$ cat src/rtl/mem_stage_pkg.sv
// Shared types and encodings for the MEM-stage access block.
// Holds the FSM state enum, memory-op codes and access-width codes.
package mem_stage_pkg;

    typedef enum logic {
        IDLE   = 1'b0,
        ACCESS = 1'b1
    } state_t;

    localparam logic [1:0] MEM_NONE = 2'b00;
    localparam logic [1:0] MEM_RD   = 2'b01;
    localparam logic [1:0] MEM_WR   = 2'b10;

    localparam logic WORD = 1'b1;
    localparam logic BYTE = 1'b0;

    // 2'b11 is treated like MEM_NONE: no memory traffic.
    function automatic logic is_mem_op(input logic [1:0] wr_rd);
        return (wr_rd == MEM_RD) || (wr_rd == MEM_WR);
    endfunction

endpackage

$ cat src/rtl/mem_byte_lane.sv
// Byte-lane steering for data memory: byte enables, store replication,
// and load lane extraction with zero extension.
module mem_byte_lane
    import mem_stage_pkg::*;
(
    input  logic        i_word_byte,
    input  logic [1:0]  i_lane,
    input  logic [31:0] i_wdata,
    input  logic [31:0] i_rdata,
    output logic [3:0]  o_be,
    output logic [31:0] o_wdata,
    output logic [31:0] o_rdata
);

    always_comb begin
        o_be    = 4'hF;
        o_wdata = i_wdata;
        o_rdata = i_rdata;
        if (i_word_byte == BYTE) begin
            o_be    = 4'b0001 << i_lane;
            o_wdata = {4{i_wdata[7:0]}};
            o_rdata = {24'h0, i_rdata[{i_lane, 3'b000} +: 8]};
        end
    end

endmodule

$ cat src/rtl/mem_stage_access.sv
// MEM stage: drives data memory over req/ack, stalls upstream while busy,
// and retires a registered MEM/WB bundle. Optional macro: MEM_ALIGN_CHECK_EN.
//
// state  | meaning
// IDLE   | accepting EX/MEM bundles; non-mem ops retire next cycle
// ACCESS | dmem_req held with stable addr/data until ack or timeout
module mem_stage_access
    import mem_stage_pkg::*;
#(
    parameter int unsigned TIMEOUT_CYCLES = 15
) (
    input  logic        clk,
    input  logic        rst,
    input  logic        in_valid,
    input  logic [1:0]  in_mem_wr_rd,
    input  logic        in_word_byte,
    input  logic [31:0] in_alu_out,
    input  logic [31:0] in_write_data,
    input  logic        in_reg_write,
    input  logic [4:0]  in_reg_dest,
    input  logic [1:0]  in_reg_src,
    output logic        stall,
    output logic        dmem_req,
    output logic        dmem_we,
    output logic [31:0] dmem_addr,
    output logic [31:0] dmem_wdata,
    output logic [3:0]  dmem_be,
    input  logic        dmem_ack,
    input  logic [31:0] dmem_rdata,
    output logic        wb_valid,
    output logic        wb_reg_write,
    output logic [4:0]  wb_reg_dest,
    output logic [1:0]  wb_reg_src,
    output logic [31:0] wb_mem_data,
    output logic [31:0] wb_alu_out,
    output logic        err,
    output logic        misalign
);

    localparam logic [7:0] TO_LAST = 8'(TIMEOUT_CYCLES - 1);

    state_t      r_state, w_state_nxt;
    logic [7:0]  r_cnt;
    logic [1:0]  r_wr_rd;
    logic        r_word_byte;
    logic [31:0] r_alu_out;
    logic [31:0] r_write_data;
    logic        r_reg_write;
    logic [4:0]  r_reg_dest;
    logic [1:0]  r_reg_src;

    logic        w_access;
    logic        w_capture;
    logic        w_pass;
    logic        w_done;
    logic        w_abort;
    logic        w_misalign;
    logic [31:0] w_addr;
    logic [3:0]  w_be;
    logic [31:0] w_wdata;
    logic [31:0] w_load;

    always_ff @(posedge clk) begin
        if (rst) r_state <= IDLE;
        else     r_state <= w_state_nxt;
    end

    always_comb begin
        w_state_nxt = r_state;
        w_capture   = 1'b0;
        w_pass      = 1'b0;
        w_done      = 1'b0;
        w_abort     = 1'b0;
        w_misalign  = 1'b0;
        case (r_state)
            IDLE: begin
                if (in_valid) begin
                    if (!is_mem_op(in_mem_wr_rd)) begin
                        w_pass = 1'b1;
                    end
`ifdef MEM_ALIGN_CHECK_EN
                    else if (in_word_byte == WORD && in_alu_out[1:0] != 2'b00) begin
                        w_misalign = 1'b1;
                    end
`endif
                    else begin
                        w_capture   = 1'b1;
                        w_state_nxt = ACCESS;
                    end
                end
            end
            ACCESS: begin
                // An ack on the terminal-count cycle still completes normally.
                if (dmem_ack) begin
                    w_done      = 1'b1;
                    w_state_nxt = IDLE;
                end else if (r_cnt == TO_LAST) begin
                    w_abort     = 1'b1;
                    w_state_nxt = IDLE;
                end
            end
            default: w_state_nxt = IDLE;
        endcase
    end

    always_ff @(posedge clk) begin
        if (rst) begin
            r_cnt        <= '0;
            r_wr_rd      <= MEM_NONE;
            r_word_byte  <= BYTE;
            r_alu_out    <= '0;
            r_write_data <= '0;
            r_reg_write  <= 1'b0;
            r_reg_dest   <= '0;
            r_reg_src    <= '0;
        end else if (w_capture) begin
            r_cnt        <= '0;
            r_wr_rd      <= in_mem_wr_rd;
            r_word_byte  <= in_word_byte;
            r_alu_out    <= in_alu_out;
            r_write_data <= in_write_data;
            r_reg_write  <= in_reg_write;
            r_reg_dest   <= in_reg_dest;
            r_reg_src    <= in_reg_src;
        end else if (w_access && !dmem_ack && !w_abort) begin
            r_cnt <= r_cnt + 8'd1;
        end
    end

    always_ff @(posedge clk) begin
        if (rst) begin
            wb_valid     <= 1'b0;
            wb_reg_write <= 1'b0;
            wb_reg_dest  <= '0;
            wb_reg_src   <= '0;
            wb_mem_data  <= '0;
            wb_alu_out   <= '0;
            err          <= 1'b0;
        end else begin
            wb_valid <= w_pass | w_done | w_abort | w_misalign;
            if (w_pass || w_misalign) begin
                wb_reg_write <= in_reg_write & ~w_misalign;
                wb_reg_dest  <= in_reg_dest;
                wb_reg_src   <= in_reg_src;
                wb_mem_data  <= '0;
                wb_alu_out   <= in_alu_out;
            end else if (w_done || w_abort) begin
                wb_reg_write <= r_reg_write & ~w_abort;
                wb_reg_dest  <= r_reg_dest;
                wb_reg_src   <= r_reg_src;
                wb_mem_data  <= (w_done && r_wr_rd == MEM_RD) ? w_load : 32'h0;
                wb_alu_out   <= r_alu_out;
            end
            if (w_abort) err <= 1'b1;
        end
    end

`ifdef MEM_ALIGN_CHECK_EN
    logic r_misalign;

    always_ff @(posedge clk) begin
        if (rst) r_misalign <= 1'b0;
        else     r_misalign <= w_misalign;
    end

    assign misalign = r_misalign;
    assign w_addr   = r_alu_out;
`else
    assign misalign = 1'b0;
    assign w_addr   = (r_word_byte == WORD) ? {r_alu_out[31:2], 2'b00} : r_alu_out;
`endif

    mem_byte_lane u_lane (
        .i_word_byte (r_word_byte),
        .i_lane      (r_alu_out[1:0]),
        .i_wdata     (r_write_data),
        .i_rdata     (dmem_rdata),
        .o_be        (w_be),
        .o_wdata     (w_wdata),
        .o_rdata     (w_load)
    );

    // Memory-side outputs are quiet outside ACCESS so reset leaves them all 0.
    assign w_access   = (r_state == ACCESS);
    assign stall      = w_access;
    assign dmem_req   = w_access;
    assign dmem_we    = w_access && (r_wr_rd == MEM_WR);
    assign dmem_addr  = w_access ? w_addr  : 32'h0;
    assign dmem_wdata = w_access ? w_wdata : 32'h0;
    assign dmem_be    = w_access ? w_be    : 4'h0;

endmodule

$ cat config.mk
export PLATFORM = sky130hd
export DESIGN_NAME = mem_stage_access
export DESIGN_NICKNAME = d
export VERILOG_FILES = /design/src/rtl/mem_stage_pkg.sv /design/src/rtl/mem_byte_lane.sv /design/src/rtl/mem_stage_access.sv
export SDC_FILE = /design/constraint.sdc
export NUM_CORES = 1
export LEC_CHECK = 0
export BUFFER_PORTS_ARGS = -buffer_cell sky130_fd_sc_hd__buf_2
export CAP_MARGIN = 20
export CORE_UTILIZATION = 50
export DETAILED_ROUTE_END_ITERATION = 8
export HOLD_SLACK_MARGIN = 0.1
export PLACE_DENSITY = 0.84
export SLEW_MARGIN = 5
export SYNTH_ARGS = -nofsm -noshare
export SYNTH_HDL_FRONTEND = slang
export SYNTH_HIERARCHICAL = 1
export SYNTH_SLANG_ARGS = --single-unit
$ cat constraint.sdc
create_clock -name clk -period 1.9 [get_ports clk]
set_input_delay 0.095 -clock clk [delete_from_list [all_inputs] [get_ports clk]]
set_output_delay 0.095 -clock clk [all_outputs]
set_load 0.02 [all_outputs]
Word level (Yosys, flattened, before mapping)
Index checks and enable logic that the tools add are counted.

word-level totals
  flip-flop bits (word level) = 158
  latch bits = 0
  RAM bits = 0
  ROM bits = 0
  input port bits = 111
  memories = 0

operators by class
  add/subtract/negate cells = 1
  $mul = 0
  div/mod/pow operators = 0
  magnitude comparators = 0
  equality and inequality tests = 5
  shift-type cells = 2
  mux-type cells = 30
  bitwise logic cells = 5
  reduce and logical (&&, ||, !) cells = 11

operators by type and width
  operator             count
  $mux 32              7
  $shiftx 32x6->8      1
  $mux 1               15
  $mux 5               2
  $add 8x1->8 const B  1
  $eq 8x4->1 const B   1
  $mux 4               2
  $mux 2               3
  $eq 2x1->1 const B   2
  $eq 2x2->1 const B   2
  $logic_and 1x1->1    4
  $reduce_or 2->1      2
  $shl 1x2->4 const A  1
  $logic_not 1->1      2
  $logic_or 1x1->1     2
  $not 1->1            2
  $or 1x1->1           2
  $pmux 1 s2           1
  $reduce_bool 2->1    1
  $and 1x1->1          1

Depth between registers and ports, before layout
  depth after elaboration = 8
  gate-level depth with buffers = 9
  depth with buffers taken out = 6

By module
The synthesis kept the hierarchy.

modules (own cells, without submodules)
  module            times used  cells each  area each (um^2)
  mem_stage_access  1           716         6361.1
  mem_byte_lane     1           137         929.6

Worst setup path after synthesis
Ideal clock, no wire load.

  path kind = reg2reg
  start point = register r_cnt[0]
  end point = register wb_alu_out[30]
  arrival = 1.608 ns
  data required time = 1.773 ns
  setup slack = 0.165 ns
  cell stages (with the launch flop) = 10
  buffers on the path = 3
  path through = dfxtp_1 inv_1 ha_1 and4b_1 buf_6 a22oi_4 buf_6 buf_6 mux2i_1 o2bb2ai_1

on the way
  word-level cells in the longest chain between the ends = 6

ends and longest elaborated chain
  item                         RTL line                 source
  start, declared              mem_stage_access.sv:43   logic [7:0] r_cnt;
  start signal, assigned       mem_stage_access.sv:126  r_cnt <= r_cnt + 8'd1;
  $eq 8x4->1                   mem_stage_access.sv:97   end else if (r_cnt == TO_LAST) begin
  $mux 1                       mem_stage_access.sv:97
  $mux 1                       mem_stage_access.sv:94   if (dmem_ack) begin
  $mux 1                       mem_stage_access.sv:75   case (r_state)
  $logic_or 1x1->1             mem_stage_access.sv:147  end else if (w_done || w_abort) begin
  $reduce_bool 2->1 (no line)  -
  end signal, assigned         mem_stage_access.sv:146  wb_alu_out <= in_alu_out;
  end signal, assigned         mem_stage_access.sv:152  wb_alu_out <= r_alu_out;
  end, declared                mem_stage_access.sv:35   output logic [31:0] wb_alu_out,

No other way between the ends.
A chain may end at the register's enable or synchronous reset.

Worst setup path in the final report
  start point = register r_cnt[0]
  end point = register wb_mem_data[30]

on the way
  word-level cells in the longest chain between the ends = 5

ends and longest elaborated chain
  item                  RTL line                 source
  $eq 8x4->1            mem_stage_access.sv:97
  $mux 1                mem_stage_access.sv:97
  $mux 1                mem_stage_access.sv:94
  $mux 1                mem_stage_access.sv:75
  $logic_or 1x1->1      mem_stage_access.sv:147
  end signal, assigned  mem_stage_access.sv:151  wb_mem_data <= (w_done && r_wr_rd == MEM_RD) ? w_load : 32'h0;
  end, declared         mem_stage_access.sv:34   output logic [31:0] wb_mem_data,

No other way between the ends.

==> flow_metrics.tcl <==
set metrics [dict create \
    clock-sinks 158 \
    critPathCaptureType "flop" \
    wl_um 23100 \
    p_total_uw 8250 \
    placementRows 43 \
    avgViaCountPerCell 5.39 \
    start_util_pct 51.9 \
    critPathLaunchType "flop" \
    p_sw_uw 2140 \
    status "completed" \
    grt_use_met2_pct 53.4 \
    avgSynthCellArea_sq_um 8.55 \
    dpl.hpwl_um 14200 \
    reg2reg_from "r_cnt[0]" \
    worstHoldEndpoint "wb_mem_data[14]" \
    antenna_found_initial 2 \
    grtUsageMet3_pct 6.27 \
    drc_errors 0 \
    yosysUniqueCellTypes 39 \
    hold-path-cell-count 4 \
    power_leakage_uw 0.00491 \
    ys_seq_elements 158 \
    p_int_uw 6110 \
    ff2ff_setup_slack_ns 0.06 \
    synth-edff-count 0 \
    yosysSeqAreaShare_pct 43.4 \
    hold_viol_final 0 \
    firstDrtPassIters 5 \
    core-area_sq_mm 0.0140 \
    yosysTopAreaCell "dfxtp_1" \
    die_y_um 123 \
    fin_nets 1294 \
    finalCritPeriodShare_pct 96.7 \
    r2r_end "wb_mem_data[30]" \
    cts_tree "built" \
    yosysWarnings 6 \
    cp_max_fo 15 \
    syn_nets 966 \
    vias 7411 \
    swShare_pct 26.0 \
    fin_skew_ns 0.00569 \
    grt_pass1_vias 7066 \
    track_usage_pct 30.1 \
    dieArea_sq_mm 0.0151 \
    maxSlewViolCount 0 \
    finalWorstSetupSlack_ns 0.0632 \
    grt_max_degree 75 \
    place_ws_ns 0.0658 \
    routedWlPerCell_um 16.8 \
    power_density_mw_per_mm2 803 \
    drt-initial-drc-count 476 \
    root_buffer "clkbuf_16" \
    die_w_um 123 \
    syn_area_sq_mm 0.00729 \
    area_growth_pct 40.9 \
    layout_min_cycle_time_ns 1.84 \
    finalSetupTns_ns 0 \
    holdWs_ns 0.135 \
    arrival_ns 2.18 \
    clk_pin_slew_ns 0.06 \
    setup_viol 0 \
    htree_levels 4 \
    grt_util_met1_pct 32.3 \
    synth_top_flop_cell "dfxtp_1" \
    yosys-top-cells-area "dfxtp_1 43%, nand2_1 10%, and2_1 7.7%" \
    synth_top_area_share_pct 43.4 \
    worstHoldPathType "in2reg" \
    grt.busiest_layer "met2" \
    layout-drive-gt1-share_pct 29.3 \
    p_seq_share_pct 43.3 \
    synthCells 853 \
    cap_violations 0 \
    io_buffers 255 \
    grt_pass1_wl_um 34900 \
    clk_latency_ns 0.42 \
    postRouteAntennaNets 0 \
    min_from "dmem_rdata[14]" \
    grt.overflow.total 0 \
    clkPwrFrac_pct 41.4 \
    path_class "reg2reg" \
    cts_made_buffers 17 \
    pwr-share-comb_pct 15.3 \
    max-vdd-ir-drop_v 0.000597 \
    worstPathRequired_ns 2.25 \
    gp_congestion 0.831 \
    async_flop_share_pct 0 \
    cts_buffer_depth 2 \
    ios 257 \
    r2r_cells 8 \
    max_freq_mhz 544 \
]
==> state kept, by name, summed over array words and instances (netlist names), 2 cells and up <==
| signal | count |
|---|---|
| r_cnt | 8 |
| r_reg_src | 2 |
| wb_reg_dest | 5 |
| r_wr_rd | 2 |
| wb_alu_out | 32 |
| r_alu_out | 32 |
| r_write_data | 32 |
| wb_reg_src | 2 |
| r_reg_dest | 5 |
| wb_mem_data | 32 |
==> power by group through the flow <==
stage               combinational (uW)  sequential, uW  clock, uW
floorplan                          623            3690          0
global placement                  1050            3630          0
detailed placement                1070            3640          0
CTS                               1230            3570       3450
global route                      1360            3590       3620
finish                            1260            3570       3410
==> layout make-up <==
class / instances / area [sq um]
inverters: 12 / 45.0
multi-input cells: 603 / 3640
repair buffers: 389 / 2600
flip-flops and latches: 158 / 3170
clock buffers: 19 / 443
well taps: 180 / 225
diodes: 3 / 7.51
fillers: 991 / 3770
clock inverters: 12 / 144
==> critical path, cell delays in order, from the launching register on <==
cell and delay, ns:
dfxtp_1 0.33, inv_1 0.05, ha_1 0.18, and4b_2 0.29
a22oi_4 0.19, buf_12 0.19, buf_4 0.23, a22oi_1 0.15
nor2_1 0.15
==> layer usage <==
metal / vias up / wire length (um)
li1: 3518 / -
met1: 3442 / 8840
met2: 350 / 11600
met3: 101 / 1510
met4: 0 / 1150
met5: - / 0
==> placed cells by master (no fill, tap or decap), types with 11 or more instances in the layout <==
master and instances:
mux2i_1 47, buf_4 30, nand2b_1 11, clkbuf_16 17, dfxtp_1 156, nand2_1 197
a21oi_1 79, a22oi_1 32, dlygate4sd3_1 97, and2_1 90, buf_2 255, inv_1 12
nor2_1 44, o2bb2ai_1 39
==> per-stage QoR <==
| stage | cell area [sq um] | util (%) | cells |
|---|---|---|---|
| 2_1_floorplan | 7290 | - | 853 |
| 3_3_place_gp | 8670 | 61.8 | 1241 |
| 3_5_place_dp | 8670 | 61.8 | 1241 |
| 4_1_cts | 10200 | 72.9 | 1369 |
| 5_1_grt | 10300 | 73.2 | 1376 |
| 6_report | 10300 | 73.2 | 1376 |
==> synthesized netlist by cell type (12+ instances only) <==
master and n:
clkbuf_1 30, nand2b_1 13, buf_4 13, inv_1 12
a21oi_1 79, mux2i_1 47, dfxtp_1 158, buf_2 28
o2bb2ai_1 39, a22oi_1 32, nor2_1 46, nand2_1 197
and2_1 90
==> cells by family (layout without fill, tap and decap cells) <==
kind of cell	count (synthesis)	after routing	share of synthesized area [%]
mux	47	47	6.45
other cells	1	4	0.0514
simple gates	373	373	24.9
compound gates	172	172	16.8
xor+xnor	8	8	1.06
buf+inv	92	432	6.98
fa+ha+maj	2	2	0.343
flops	158	158	43.4
==> how the worst max path moves through the flow <==
stage              from               to  slack [ns]  cells past startpoint
3_3_place_gp   r_cnt[0]     wb_reg_write        0.13                      7
3_5_place_dp   r_cnt[0]     wb_reg_write        0.07                      7
4_1_cts        r_cnt[0]     wb_reg_write        0.05                      7
5_1_grt        r_cnt[0]  wb_mem_data[20]       -0.03                      8
6_report       r_cnt[0]  wb_mem_data[30]        0.06                      8
2_1_floorplan  r_cnt[0]   wb_alu_out[30]        0.16                      9
==> repair_timing <==
action | 4_1_cts | 5_1_grt
hold endpoints to repair | 135 | 0
pin swaps | 0 | 1
setup buffers | 0 | 4
hold buffers | 97 | 0
gates resized for setup | 1 | 2
endpoints found under the setup margin | 3 | 11
(Power assumes the default switching activity.)
